===== src/rtl/lsu_pipe_arbiter_pkg.sv =====
// Shared types for the LSU ID->EX slot arbiter: mux select encoding and arbitration states.
package lsu_pipe_arbiter_pkg;

   typedef enum logic [1:0] {
      ARB_SEL_FU   = 2'd0,
      ARB_SEL_LQ   = 2'd1,
      ARB_SEL_SQ   = 2'd2,
      ARB_SEL_FILL = 2'd3
   } lsu_arb_sel_t;

   typedef enum logic [1:0] {
      ARB_NORMAL   = 2'd0,
      ARB_LQ_BOOST = 2'd1,
      ARB_FU_BOOST = 2'd2
   } lsu_arb_state_t;

   // Bit positions of the one-hot grant vector line up with the select encoding.
   function automatic logic [3:0] sel_onehot(input lsu_arb_sel_t sel);
      logic [3:0] oh;
      oh = 4'b0000;
      oh[sel] = 1'b1;
      return oh;
   endfunction

endpackage


===== src/rtl/lsu_arb_starve_cnt.sv =====
// Saturating starvation counter; sat reports the value the counter will hold after this cycle.
module lsu_arb_starve_cnt #(
   parameter int LIMIT = 8
) (
   input  logic clk,
   input  logic n_rst,
   input  logic inc,
   input  logic hold,
   input  logic clear,
   output logic sat
);

   localparam int W = $clog2(LIMIT + 1);
   localparam logic [W-1:0] LIMIT_V = W'(LIMIT);

   logic [W-1:0] cnt_q;
   logic [W-1:0] cnt_d;

   always_comb begin
      cnt_d = cnt_q;
      if (clear) begin
         cnt_d = '0;
      end else if (!hold && inc && (cnt_q != LIMIT_V)) begin
         cnt_d = cnt_q + W'(1);
      end
   end

   always_ff @(posedge clk or negedge n_rst) begin
      if (!n_rst) begin
         cnt_q <= '0;
      end else begin
         cnt_q <= cnt_d;
      end
   end

   // Looking at the next value lets the boost take effect the cycle after saturation.
   assign sat = (cnt_d == LIMIT_V);

endmodule


===== src/rtl/lsu_pipe_arbiter.sv =====
// Arbitrates the LSU ID->EX slot between fill, SQ retire, LQ replay and FU issue with starvation boosts.
// Optional grant performance counters are built when LSU_ARB_PERF_EN is defined.
module lsu_pipe_arbiter #(
   parameter int STARVE_LIMIT = 8,
   parameter int PERF_WIDTH   = 32
) (
   input  logic                  clk,
   input  logic                  n_rst,
   input  logic                  i_flush,
   input  logic                  i_ex_stall,
   input  logic                  i_fill_req,
   input  logic                  i_sq_req,
   input  logic                  i_lq_req,
   input  logic                  i_fu_req,
   output logic                  o_fill_gnt,
   output logic                  o_sq_gnt,
   output logic                  o_lq_gnt,
   output logic                  o_fu_gnt,
   output logic [1:0]            o_sel,
   output logic                  o_id_valid,
   output logic                  o_sq_stall,
   output logic                  o_lq_stall,
   output logic                  o_fu_stall,
   output logic [PERF_WIDTH-1:0] o_perf_fill,
   output logic [PERF_WIDTH-1:0] o_perf_sq,
   output logic [PERF_WIDTH-1:0] o_perf_lq,
   output logic [PERF_WIDTH-1:0] o_perf_fu
);

   import lsu_pipe_arbiter_pkg::*;

   lsu_arb_state_t state_q;
   lsu_arb_state_t state_d;
   lsu_arb_sel_t   win_sel;
   logic           win_valid;
   logic [3:0]     gnt_vec;
   logic           lq_sat;
   logic           fu_sat;
   logic           arb_blocked;

   assign arb_blocked = i_flush | i_ex_stall;

   always_ff @(posedge clk or negedge n_rst) begin
      if (!n_rst) begin
         state_q <= ARB_NORMAL;
      end else begin
         state_q <= state_d;
      end
   end

   always_comb begin
      state_d = state_q;
      if (i_flush) begin
         state_d = ARB_NORMAL;
      end else begin
         case (state_q)
            ARB_NORMAL: begin
               if (lq_sat) begin
                  state_d = ARB_LQ_BOOST;
               end else if (fu_sat) begin
                  state_d = ARB_FU_BOOST;
               end
            end
            ARB_LQ_BOOST: begin
               if (o_lq_gnt || !i_lq_req) begin
                  state_d = ARB_NORMAL;
               end
            end
            ARB_FU_BOOST: begin
               if (o_fu_gnt || !i_fu_req) begin
                  state_d = ARB_NORMAL;
               end
            end
            default: state_d = ARB_NORMAL;
         endcase
      end
   end

   // Fill always wins; the state only reorders SQ, LQ and FU behind it.
   always_comb begin
      win_valid = 1'b0;
      win_sel   = ARB_SEL_FU;
      if (!arb_blocked) begin
         win_valid = 1'b1;
         if (i_fill_req) begin
            win_sel = ARB_SEL_FILL;
         end else begin
            case (state_q)
               ARB_LQ_BOOST: begin
                  if (i_lq_req)      win_sel = ARB_SEL_LQ;
                  else if (i_sq_req) win_sel = ARB_SEL_SQ;
                  else if (i_fu_req) win_sel = ARB_SEL_FU;
                  else               win_valid = 1'b0;
               end
               ARB_FU_BOOST: begin
                  if (i_fu_req)      win_sel = ARB_SEL_FU;
                  else if (i_sq_req) win_sel = ARB_SEL_SQ;
                  else if (i_lq_req) win_sel = ARB_SEL_LQ;
                  else               win_valid = 1'b0;
               end
               default: begin
                  if (i_sq_req)      win_sel = ARB_SEL_SQ;
                  else if (i_lq_req) win_sel = ARB_SEL_LQ;
                  else if (i_fu_req) win_sel = ARB_SEL_FU;
                  else               win_valid = 1'b0;
               end
            endcase
         end
      end
   end

   assign gnt_vec    = win_valid ? sel_onehot(win_sel) : 4'b0000;
   assign o_fill_gnt = gnt_vec[ARB_SEL_FILL];
   assign o_sq_gnt   = gnt_vec[ARB_SEL_SQ];
   assign o_lq_gnt   = gnt_vec[ARB_SEL_LQ];
   assign o_fu_gnt   = gnt_vec[ARB_SEL_FU];
   assign o_sel      = win_valid ? win_sel : ARB_SEL_FU;
   assign o_id_valid = |gnt_vec;

   // A pending fill needs the reservation station quiet even when it has nothing to issue.
   assign o_sq_stall = i_sq_req & ~o_sq_gnt;
   assign o_lq_stall = i_lq_req & ~o_lq_gnt;
   assign o_fu_stall = (i_fu_req & ~o_fu_gnt) | i_fill_req;

   lsu_arb_starve_cnt #(.LIMIT(STARVE_LIMIT)) u_lq_cnt (
      .clk   (clk),
      .n_rst (n_rst),
      .inc   (i_lq_req & ~o_lq_gnt),
      .hold  (i_ex_stall | i_fill_req),
      .clear (i_flush | ~i_lq_req | o_lq_gnt),
      .sat   (lq_sat)
   );

   lsu_arb_starve_cnt #(.LIMIT(STARVE_LIMIT)) u_fu_cnt (
      .clk   (clk),
      .n_rst (n_rst),
      .inc   (i_fu_req & ~o_fu_gnt),
      .hold  (i_ex_stall | i_fill_req),
      .clear (i_flush | ~i_fu_req | o_fu_gnt),
      .sat   (fu_sat)
   );

`ifdef LSU_ARB_PERF_EN
   logic [3:0][PERF_WIDTH-1:0] perf_q;

   // Grant counts survive a flush; only reset clears them.
   always_ff @(posedge clk or negedge n_rst) begin
      if (!n_rst) begin
         perf_q <= '0;
      end else begin
         for (int i = 0; i < 4; i++) begin
            if (gnt_vec[i] && (perf_q[i] != {PERF_WIDTH{1'b1}})) begin
               perf_q[i] <= perf_q[i] + PERF_WIDTH'(1);
            end
         end
      end
   end

   assign o_perf_fill = perf_q[ARB_SEL_FILL];
   assign o_perf_sq   = perf_q[ARB_SEL_SQ];
   assign o_perf_lq   = perf_q[ARB_SEL_LQ];
   assign o_perf_fu   = perf_q[ARB_SEL_FU];
`else
   assign o_perf_fill = '0;
   assign o_perf_sq   = '0;
   assign o_perf_lq   = '0;
   assign o_perf_fu   = '0;
`endif

endmodule


===== config.mk =====
export PLATFORM = sky130hd
export DESIGN_NAME = lsu_pipe_arbiter
export DESIGN_NICKNAME = d
export VERILOG_FILES = /design/src/rtl/lsu_pipe_arbiter_pkg.sv /design/src/rtl/lsu_arb_starve_cnt.sv /design/src/rtl/lsu_pipe_arbiter.sv
export SDC_FILE = /design/constraint.sdc
export NUM_CORES = 1
export LEC_CHECK = 0
export ABC_CLOCK_PERIOD_IN_PS = 2180
export BUFFER_PORTS_ARGS = -buffer_cell sky130_fd_sc_hd__buf_2
export CAP_MARGIN = 10
export CORE_ASPECT_RATIO = 0.5
export CORE_MARGIN = 4
export CORE_UTILIZATION = 37
export DETAILED_ROUTE_END_ITERATION = 8
export PLACE_DENSITY = 0.74
export SLEW_MARGIN = 20
export SYNTH_ARGS = -nofsm -noshare
export SYNTH_HDL_FRONTEND = slang
export SYNTH_SLANG_ARGS = --single-unit

===== constraint.sdc =====
create_clock -name clk -period 2.18 [get_ports clk]
set_input_delay 0.436 -clock clk [delete_from_list [all_inputs] [get_ports clk]]
set_output_delay 0.436 -clock clk [all_outputs]
set_load 0.02 [all_outputs]

==> results.yml <==
run_status:
  status: "complete, but fails checks"
  violations: "negative setup slack"
yosys:
  synth_top_area_share_pct: 50.16
  synth-seq-cells: 10
  syn_area_um2: 1916
  avgSynthCellArea_um2: 7.883
  synth_seq_area_share_pct: 13.06
  post-synth-top-count-cell: "buf_4"
  yosysTopAreaCell: "buf_4"
  ys.flop_type: "dfrtp_1"
  synth-async-reset-ratio_pct: 100.0
  synth_common_cells: "buf_4 (128), nor2_1 (11), dfrtp_1 (10), nand2_1 (10), inv_1 (9)"
  synthCells: 243
  synth_edf_count: 0
  netlist_top_cells_area: "buf_4 (50%), dfrtp_1 (13%), ha_1 (5.2%), nor2_1 (2.2%), nand2_1 (2.0%)"
  yosysWarningCount: 0
  synth.distinct_cells: 41
placement:
  gp_congestion: 0.8099
  dp_hpwl_um: 2802
  port_buffers: 17
  place_ws_ns: -0.2425
global_route:
  grt_pass1_wl_um: 4947
  grt.total_usage_pct: 9.791
  met1_usage_pct: 11.17
  met2_usage_pct: 18.73
  met3_usage_pct: 1.972
  grt_max_degree: 11
  top_usage_layer: "met2"
  antenna_found_initial: 0
  grt_overflow: 0
  grt_pass1_vias: 1074
floorplanning:
  die_x_um: 109.8
  rows: 18
  start_util_pct: 38.66
  die_area_um2: 6462
  coreArea_um2: 4955
  ios: 146
  die_h_um: 58.88
worst_setup_path:
  regToRegSetupSlack_ns: -0.44
  critPathMaxFanout: 3
  crit_required_ns: 1.74
  reg2reg_to: "state_q[1]"
  reg2reg_depth: 15
  timing.rr.start: "state_q[0]"
  cp-end-kind: "output port"
  arrival_ns: 2.21
  cp-start-kind: "register"
  worstSetupPathType: "reg -> out"
power:
  comb_power_share_pct: 50.1
  cellPowerDensity_nw_per_um2: 338.5
  p_int_mw: 0.3983
  power_frac_clock_pct: 24.7
  p_switching_mw: 0.3580
  seqPwrFrac_pct: 25.1
  leakage_nw: 1.181
  ir_drop_mv: 0.1556
  p_sw_share_pct: 47.33
job:
  maxCapViolations: 0
timing:
  worst_slack_ns: -0.4616
  clock_skew_ns: 0.007511
  maxSlewViolCount: 0
  grt_setup_unrepaired: "yes"
  setup_viol: 16
  slew_headroom_pct: 64.91
  final-hold-violation-count: 0
  period_share_pct: 121.2
  min_period_ns: 2.642
  tightest_slew_ns: 0.5216
  fmax_mhz: 378.6
cts:
  clkSlewWorstSetupHoldPaths_ns: 0.05
  cts_buffers: 3
  cts_sinks: 10
  ctsHtreeMaxLevel: 1
  postCtsHoldBufs: 0
  clockBufferDepth: 2
  cts_root_buf: "clkbuf_8"
  tritoncts: "yes"
  clkLatencyLatePin_ns: 0.23
cells_and_area:
  diodes: 0
  syn_to_final_growth_pct: 16.66
  final_core_util_pct: 45.10
  fin_nets: 318
  drive_above_1_share_pct: 29.33
  n_fill_cell: 462
drt:
  wire_per_inst_um: 11.00
  avgViaCountPerCell: 3.770
  wirelength_um: 4070
  dr.pass1.iters: 4
  vias: 1395
  ant_nets: 0
  drc: 0
  drtIter0Drc: 38
hold_path:
  hold_path.class: "in -> async"
[cell families after synthesis]
| group | count (synthesis) | share of synthesized area (%) |
|---|---|---|
| simple gates | 51 | 14.89 |
| buf+inv | 139 | 52.38 |
| compound gates | 27 | 10.84 |
| xor+xnor | 4 | 1.829 |
| mux | 3 | 1.568 |
| other cells | 1 | 0.1958 |
| flops | 10 | 13.06 |
| fa+ha+maj | 8 | 5.226 |
[routing by layer]
metal  up-vias  routed length, um
li1        663                  -
met1       640               1398
met2        86               2182
met3         6                421
met4         0                 68
met5         -                  0
[repair_timing]
item | in CTS | in global routing
endpoints found under the setup margin | 16 | 20
gates resized for setup | 20 | 28
pin swaps | 7 | 12
buffers inserted | 6 | 7
[stage by stage]
stage          total power [mW]  hold slack, ns  TNS (ns)  instances  area, um^2
2_1_floorplan            0.6247          0.1404   -0.6814        370        2464
3_3_place_gp             0.5110          0.3032    -1.230        354        1876
3_5_place_dp             0.5117          0.3025    -1.640        354        1876
4_1_cts                  0.7135         0.05786    -3.298        363        2043
5_1_grt                  0.8015         0.05903    -6.686        370        2235
6_report                 0.7563         0.05549    -5.465        370        2235
[worst max path at each step]
stage	slack, ns	end	cells past startpoint	startpoint
floorplan	-0.19	o_lq_stall	7	state_q[0]
global placement	-0.17	o_lq_gnt	7	state_q[1]
detailed placement	-0.24	state_q[1]	9	state_q[1]
CTS	-0.36	o_lq_stall	8	state_q[1]
global route	-0.53	o_fu_stall	9	state_q[1]
finish	-0.46	o_fu_stall	9	state_q[1]
[critical path, stage by stage, from the launching register on]
cell,delay (ns)
dfrtp_1,0.39
inv_2,0.10
ha_4,0.21
nor4b_4,0.12
or4_4,0.43
buf_6,0.14
nor3_4,0.19
nand2_2,0.08
a21o_1,0.19
buf_6,0.13
[sequential cells by signal, indices dropped and copies added (netlist names)]
name            cells
u_fu_cnt.cnt_q      4
u_lq_cnt.cnt_q      4
state_q             2
[cell type report]
type                    instances  area [um^2]  share of cell area, %
multi-input cells             221         1336                  59.80
repair buffers                 57        485.5                  21.72
flip-flops and latches         10        250.2                  11.20
well taps                      70        87.58                  3.919
clock buffers                   3        41.29                  1.848
inverters                       9        33.78                  1.512
[placed cells by master, fill, tap and decap left out, types with 4 or more instances in the layout]
cell,instances
nor2_1,8
buf_6,14
a211oi_1,4
buf_2,8
inv_1,6
buf_4,33
ha_1,6
nand2_1,9
dfrtp_1,10
conb_1,128
[power groups by stage]
| stage | clock network, mW | registers (mW) | logic, mW |
|---|---|---|---|
| after floorplan | 0 | 0.192 | 0.432 |
| final | 0.187 | 0.190 | 0.379 |
| after global routing | 0.207 | 0.190 | 0.405 |
| after CTS | 0.189 | 0.190 | 0.335 |
| after detailed placement | 0 | 0.193 | 0.319 |
| after global placement | 0 | 0.193 | 0.318 |
No activity file was read; power rests on OpenSTA's default activity.
